--- src/rtl/pixel_mixer_pkg.sv ---
`default_nettype none
// ============================================================================
// Module      : pixel_mixer_pkg
// Description : Shared PPU definitions used by the pixel mixer.
//               - C_X_MAX   : default visible pixels per scanline
//               - state_t   : mixer FSM state encoding (IDLE/DISCARD/PUSH/DONE)
//               - pal_shade : 8-bit palette + 2-bit colour index -> 2-bit shade
// Revision    : 1.0 - initial release
// ============================================================================
package pixel_mixer_pkg;

    localparam int unsigned C_X_MAX = 160;

    typedef logic [1:0] state_t;

    localparam state_t C_ST_IDLE    = 2'd0;
    localparam state_t C_ST_DISCARD = 2'd1;
    localparam state_t C_ST_PUSH    = 2'd2;
    localparam state_t C_ST_DONE    = 2'd3;

    // A DMG-style palette packs four 2-bit shades; index n selects bits [2n+1:2n].
    function automatic logic [1:0] pal_shade(input logic [7:0] pal, input logic [1:0] idx);
        pal_shade = pal[{idx, 1'b0} +: 2];
    endfunction

endpackage
`default_nettype wire

--- src/rtl/pixel_mixer_palette_lookup.sv ---
`default_nettype none
// ============================================================================
// Module      : palette_lookup
// Description : Combinational palette lookup for the pixel output path.
//   i_palette  [7:0]  palette register (BGP, OBP0 or OBP1)
//   i_idx      [1:0]  colour index
//   o_shade    [1:0]  resulting shade
// Revision    : 1.0 - initial release
// ============================================================================
module palette_lookup
    import pixel_mixer_pkg::*;
(
    input  logic [7:0] i_palette,
    input  logic [1:0] i_idx,
    output logic [1:0] o_shade
);

    assign o_shade = pal_shade(i_palette, i_idx);

endmodule
`default_nettype wire

--- src/rtl/pixel_mixer.sv ---
`default_nettype none
// ============================================================================
// Module      : pixel_mixer
// Description : Pops background/sprite FIFOs once per T-cycle, discards the
//               SCX fine-scroll pixels, mixes background and sprite pixels,
//               maps the result through the selected palette and emits one
//               shade per accepted pop until X_MAX pixels have been sent.
// Ports       :
//   clk_in, rst_in (async, active-high), tclk_in (T-cycle enable)
//   start_in                  mode-3 start pulse (restarts the line anywhere)
//   SCX_in, BGP_in, OBP0_in, OBP1_in, bg_ena_in, obj_ena_in   PPU registers
//   sprite_hit_in             stalls popping while a sprite fetch runs
//   bg_rd_en_out/spr_rd_en_out  FIFO pop requests (identical)
//   bg_pixel_in/bg_valid_in   background pixel, one clk after the pop
//   spr_pixel_in/spr_palette_in/spr_priority_in/spr_valid_in  sprite pixel
//   pixel_out/pixel_valid_out shade to the LCD, one clk after bg_valid_in
//   X_out                     index of the next pixel to emit
//   line_done_out             one-clk pulse after the last pixel
// Revision    : 1.0 - initial release
// ============================================================================
module pixel_mixer
    import pixel_mixer_pkg::*;
#(
    parameter int X_MAX = C_X_MAX
)(
    input  logic       clk_in,
    input  logic       rst_in,
    input  logic       tclk_in,
    input  logic       start_in,
    input  logic [7:0] SCX_in,
    input  logic [7:0] BGP_in,
    input  logic [7:0] OBP0_in,
    input  logic [7:0] OBP1_in,
    input  logic       bg_ena_in,
    input  logic       obj_ena_in,
    input  logic       sprite_hit_in,
    output logic       bg_rd_en_out,
    input  logic [1:0] bg_pixel_in,
    input  logic       bg_valid_in,
    output logic       spr_rd_en_out,
    input  logic [1:0] spr_pixel_in,
    input  logic       spr_palette_in,
    input  logic       spr_priority_in,
    input  logic       spr_valid_in,
    output logic [1:0] pixel_out,
    output logic       pixel_valid_out,
    output logic [7:0] X_out,
    output logic       line_done_out
);

    localparam logic [7:0] C_X_END = 8'(X_MAX);

    state_t     r_state;
    logic [2:0] r_disc;
    logic [7:0] r_x;
    logic       r_outstanding;
    logic [1:0] r_pixel;
    logic       r_pixel_valid;
    logic       r_line_done;

    logic       w_active;
    logic       w_pop;
    logic [1:0] w_bg_idx;
    logic       w_spr_win;
    logic [7:0] w_pal;
    logic [1:0] w_idx;
    logic [1:0] w_shade;
    logic [7:0] w_x_next;
    logic       w_unused;

    // Only the fine-scroll bits matter here; coarse scroll is handled by the fetcher.
    assign w_unused = ^SCX_in[7:3];

    assign w_active = (r_state == C_ST_DISCARD) || (r_state == C_ST_PUSH);

    // At most one pop in flight. A pop is suppressed on a restart cycle so the
    // fresh line never receives data requested by the line being abandoned.
    assign w_pop = tclk_in && w_active && !sprite_hit_in && !r_outstanding && !start_in;

    assign bg_rd_en_out  = w_pop;
    assign spr_rd_en_out = w_pop;

    // Sprite/background priority resolution.
    assign w_bg_idx  = bg_ena_in ? bg_pixel_in : 2'd0;
    assign w_spr_win = spr_valid_in && obj_ena_in && (spr_pixel_in != 2'd0)
                       && !(spr_priority_in && (w_bg_idx != 2'd0));
    assign w_pal     = !w_spr_win ? BGP_in : (spr_palette_in ? OBP1_in : OBP0_in);
    assign w_idx     = w_spr_win ? spr_pixel_in : w_bg_idx;

    palette_lookup u_palette_lookup (
        .i_palette (w_pal),
        .i_idx     (w_idx),
        .o_shade   (w_shade)
    );

    assign w_x_next = r_x + 8'd1;

    always_ff @(posedge clk_in or posedge rst_in) begin
        if (rst_in) begin
            r_state       <= C_ST_IDLE;
            r_disc        <= 3'd0;
            r_x           <= 8'd0;
            r_outstanding <= 1'b0;
            r_pixel       <= 2'd0;
            r_pixel_valid <= 1'b0;
            r_line_done   <= 1'b0;
        end else begin
            r_pixel_valid <= 1'b0;
            r_line_done   <= 1'b0;
            if (start_in) begin
                r_disc        <= SCX_in[2:0];
                r_x           <= 8'd0;
                r_outstanding <= 1'b0;
                r_state       <= (SCX_in[2:0] != 3'd0) ? C_ST_DISCARD : C_ST_PUSH;
            end else begin
                // The returning pop is consumed regardless of sprite_hit_in.
                if (bg_valid_in) begin
                    r_outstanding <= 1'b0;
                end
                if (w_pop) begin
                    r_outstanding <= 1'b1;
                end
                case (r_state)
                    C_ST_IDLE: begin
                        r_state <= C_ST_IDLE;
                    end
                    C_ST_DISCARD: begin
                        if (bg_valid_in) begin
                            r_disc <= r_disc - 3'd1;
                            if (r_disc == 3'd1) begin
                                r_state <= C_ST_PUSH;
                            end
                        end
                    end
                    C_ST_PUSH: begin
                        if (bg_valid_in) begin
                            r_pixel       <= w_shade;
                            r_pixel_valid <= 1'b1;
                            r_x           <= w_x_next;
                            if (w_x_next == C_X_END) begin
                                r_state <= C_ST_DONE;
                            end
                        end
                    end
                    C_ST_DONE: begin
                        r_line_done <= 1'b1;
                        r_state     <= C_ST_IDLE;
                    end
                    default: begin
                        r_state <= C_ST_IDLE;
                    end
                endcase
            end
        end
    end

    assign pixel_out       = r_pixel;
    assign pixel_valid_out = r_pixel_valid;
    assign X_out           = r_x;
    assign line_done_out   = r_line_done;

endmodule
`default_nettype wire

--- config.mk ---
export PLATFORM = sky130hd
export DESIGN_NAME = pixel_mixer
export DESIGN_NICKNAME = d
export VERILOG_FILES = /design/src/rtl/pixel_mixer_pkg.sv /design/src/rtl/pixel_mixer_palette_lookup.sv /design/src/rtl/pixel_mixer.sv
export SDC_FILE = /design/constraint.sdc
export NUM_CORES = 1
export LEC_CHECK = 0
export CAP_MARGIN = 20
export CORE_AREA = 2 2 58 60
export CTS_CLUSTER_DIAMETER = 30
export DETAILED_ROUTE_END_ITERATION = 12
export DIE_AREA = 0 0 60 62
export GPL_ROUTABILITY_DRIVEN = 0
export PLACE_DENSITY = 0.84
export SLEW_MARGIN = 40
export SYNTH_ARGS = -nofsm -noshare
export SYNTH_HDL_FRONTEND = slang
export SYNTH_HIERARCHICAL = 1
export SYNTH_SLANG_ARGS = --single-unit
export TNS_END_PERCENT = 10
--- constraint.sdc ---
create_clock -name clk_in -period 3.53 [get_ports clk_in]
set_clock_uncertainty 0.1 [all_clocks]
set_input_delay 0.5295 -clock clk_in [delete_from_list [all_inputs] [get_ports clk_in]]
set_output_delay 0.5295 -clock clk_in [all_outputs]
set_load 0.05 [all_outputs]
==> parameters.txt <==
Parameter                              Value

Pwr
  Sequential Power Share ... 37.9%
  Leakage dissipation ... 0.809 nW
  Peak supply drop ... 0.132 mV
  Switching part of the total power ... 37.9%
  Power per Cell Area ... 383 nW/µm²
  Clock network power share ... 13.8%
  Combinational cell fraction of total power ... 48.4%
  Cell internal pwr ... 0.000452 W
  Switching power ... 0.000276 W

Worst hold path
  Tightest Hold Check Type ... flop to flop
  Launch point of the worst hold path ... pixel_out[0]$_DFFE_PP0P_

Synth
  Synthesis Warnings ... 6
  Synth unique cells ... 36
  Synthesized area per cell ... 8.94 µm²
  Post-synthesis sequential element count ... 18
  Post-Syn Nets ... 199
  Number of flops mapped to enable cells by yosys ... 0
  Post-synthesis cell area ... 1300 µm²
  Part of the Yosys area used for sequential elements ... 34.7%
  Most used DFF post-synth ... sky130_fd_sc_hd__dfrtp_1
  Async set-reset flop share out of synthesis ... 100%
  Cell count after synthesis ... 145

Clock tree
  Number of setup buffers added after CTS ... 0
  CTS sink count ... 18
  Register clock-pin slew on the reported worst setup and hold paths ... 100 ps
  Root buffer cell ... sky130_fd_sc_hd__clkbuf_4
  Clock network latency to the later pin of the worst-skew pair ... 290 ps
  CTS HTree Levels ... 1
  Resize count post-CTS ... 0
  TritonCTS clock tree ... built
  Number of buffers added by the clock tree synthesis step ... 3
  Number of hold-repair buffers added at the cts stage ... 0
  Maximum clock insertion buffer count ... 2

Critical path
  Reg2Reg Launch Point ... X_out[1]$_DFFE_PP0P_
  Worst Path Max Fanout ... 11
  Worst path max stage delay ... 580 ps
  Destination of the worst register-to-register timing path ... r_state[1]$_DFFE_PP0P_
  Worst EP required ... 2900 ps
  Setup CP Type ... input port to primary output
  Launching element of the worst setup path ... start_in
  Crit path to ... bg_rd_en_out
  Reg2Reg Setup Slack ... 1300 ps
  Kind of start point of the critical path ... input port
  Arrival @ worst endpoint ... 1850 ps
  Endpoint class of the critical path ... primary output
  Number of cell instances on the worst register-to-register path ... 6
  Cell-by-cell listing of the critical path ... clkdlybuf4s50_1 > nor4_1 > and2_1 > buf_4
  Slowest cell on crit path ... sky130_fd_sc_hd__clkdlybuf4s50_1

Timing
  Relative max-transition margin ... 55.5%
  Number of failing setup endpoints in the final timing report ... 0
  Transition time at the pin with the least slew margin ... 667 ps
  Final Hold Vio Count ... 0
  F_max ... 404 MHz
  Final setup TNS ... 0 ps
  Setup repair after global routing missed its margin ... no
  Max-slew violation count ... 0
  Minimum clock period ... 2480 ps
  Portion of the clock cycle consumed by the worst path in the final layout ... 70.2%

Layout
  Area occupied by multi-input gates ... 790 µm²
  Post-route cell area ... 1900 µm²
  Fill cell total of the finished layout ... 287
  Fin nets ... 255
  Layout Area Growth over Synthesis ... 46.8%
  Area taken by flip-flops and latches ... 450 µm²
  # diodes ... 0
  Share of post-route cells with drive strength above 1 ... 7.54%

Run status
  Result of the run ... finished, final reports clean

Global routing
  Global-route total usage across every layer ... 16.9%
  Number of antenna violations at the first check in global routing ... 0
  Maximum number of pins on one net before global-route repair ... 19
  Via count of the first global-routing pass ... 1,158
  Global route total overflow ... 0
  Global-route wire length before repair ... 4770 µm

Place
  Number of port buffers ... 55
  Instance area after placement ... 1880 µm²
  HPWL Detailed ... 2390 µm

Route
  Final ANT Viol Nets ... 0
  Vias after detailed routing ... 1,236
  Detailed Route WL ... 2960 µm
  Post-DR vias/cell ... 5.04
  Routed wirelength normalized by instance count ... 12.1 µm
  Initial drt markers ... 47
  DRC violations left ... 0
  DRT Pass-1 Iters ... 4

Die
  Standard-cell rows ... 21
  Full die area ... 3720 µm²
  I/O pin cnt ... 61
  Die Span Y ... 62 µm
  Die extent in x ... 60 µm
  Area of the core ... 3180 µm²
  Starting density of the core ... 40.8%

Flow run
  Count of max-cap constraint violations ... 0
==> registers in the layout, summed over array words and instances, names as in the netlist <==
name             flops
r_state              2
r_disc               3
line_done_out        1
pixel_valid_out      1
r_outstanding        1
X_out                8
pixel_out            2
==> synth_stat cells, drive strengths merged, types with 2 or more instances <==
cell type | count | area, µm²
a21oi | 12 | 60.1
xnor2 | 2 | 17.5
mux4 | 2 | 52.6
dfrtp | 18 | 450
nand2 | 13 | 48.8
inv | 6 | 22.5
nand3 | 9 | 45.0
buf | 2 | 18.8
mux2 | 3 | 37.5
nor3 | 2 | 10.0
or3 | 3 | 18.8
nor2b | 2 | 15.0
mux2i | 8 | 80.1
o21ai | 11 | 55.1
and3b | 2 | 17.5
xor2 | 7 | 61.3
nor2 | 18 | 67.6
clkbuf | 4 | 15.0
ha | 7 | 87.6
o211ai | 2 | 15.0
==> logic make-up (layout without fill, tap and decap cells) <==
family	Yosys count	after routing	synth area share [%]
AOI/OAI and AO/OA	29	29	13.1
xor gates and xnor gates	9	9	6.08
adders and majority gates	7	7	6.76
buffers and inverters	12	66	4.34
DFF	18	18	34.7
muxes	13	13	13.1
and+or+nand+nor	57	57	21.8
==> critical path, delay by kind of cell <==
kind | cells | cell delay (ps)
buffers and inverters | 2 | 790
AND/OR/NAND/NOR | 2 | 520
==> worst min-delay path by stage <==
stage | endpoint | slack, ps | cells after the start
global placement | pixel_out[1]$_DFFE_PP0P_ | 400 | 1
floorplan | X_out[0]$_DFFE_PP0P_ | 370 | 1
finish | pixel_out[0]$_DFFE_PP0P_ | 440 | 1
detailed placement | pixel_out[1]$_DFFE_PP0P_ | 420 | 1
CTS | pixel_out[1]$_DFFE_PP0P_ | 440 | 1
global route | pixel_out[1]$_DFFE_PP0P_ | 470 | 1
==> power groups by stage <==
stage | Clock, W | Sequential [W] | Combinational (W)
2_1_floorplan | 0 | 0.000333 | 0.000176
3_3_place_gp | 0 | 0.000279 | 0.000347
3_5_place_dp | 0 | 0.000281 | 0.000354
4_1_cts | 0.000107 | 0.000277 | 0.000355
5_1_grt | 0.000113 | 0.000282 | 0.000384
6_report | 0.000100 | 0.000276 | 0.000352
==> layer usage <==
layer  GRT usage, %  up-vias  routed length (µm)
met5              0        -                   0
met4           8.57        0                  57
met3           3.11        6                 179
met2           31.1       42                1510
met1           18.5      567                1210
li1               -      621                   -
==> placed cells by master, fill, tap and decap left out, drive strengths merged <==
cell           Yosys  layout
clkdlybuf4s50      0      53
or3                3       3
nand2             13      13
a2bb2oi            1       1
nor2              18      18
and2               1       1
nor3               2       2
o21ai             11      11
or2                1       1
or4b               1       1
mux4               2       2
nor4               1       1
mux2i              8       8
o2111a             1       1
a21boi             1       1
and3               1       1
xor2               7       7
clkbuf             4       3
a21oi             12      12
xnor2              2       2
mux2               3       3
ha                 7       7
inv                6       6
and3b              2       2
nor3b              1       1
nor2b              2       2
o31ai              1       1
o211ai             2       2
buf                2       4
nand4              1       1
or4                1       1
nand3              9       9
dfrtp             18      18
==> through the flow <==
stage          total power (W)  setup slack (ps)  utilization, %  cells  hold slack (ps)
2_1_floorplan         0.000509              1130               -    145              368
3_3_place_gp          0.000625               760            59.1    242              404
3_5_place_dp          0.000635               753            59.1    242              421
4_1_cts               0.000739              1030            59.9    245              444
5_1_grt               0.000780               900            59.9    245              474
6_report              0.000728              1050            59.9    245              437
==> area by class of cell <==
cell class	count	area share, %
Timing Repair Buffer	57	29.5
Clock buffer	3	1.18
Tap cell	46	3.02
Sequential cell	18	23.7
Inverter	6	1.18
Multi-Input combinational cell	115	41.5
Power figures use the tool's default switching activity.
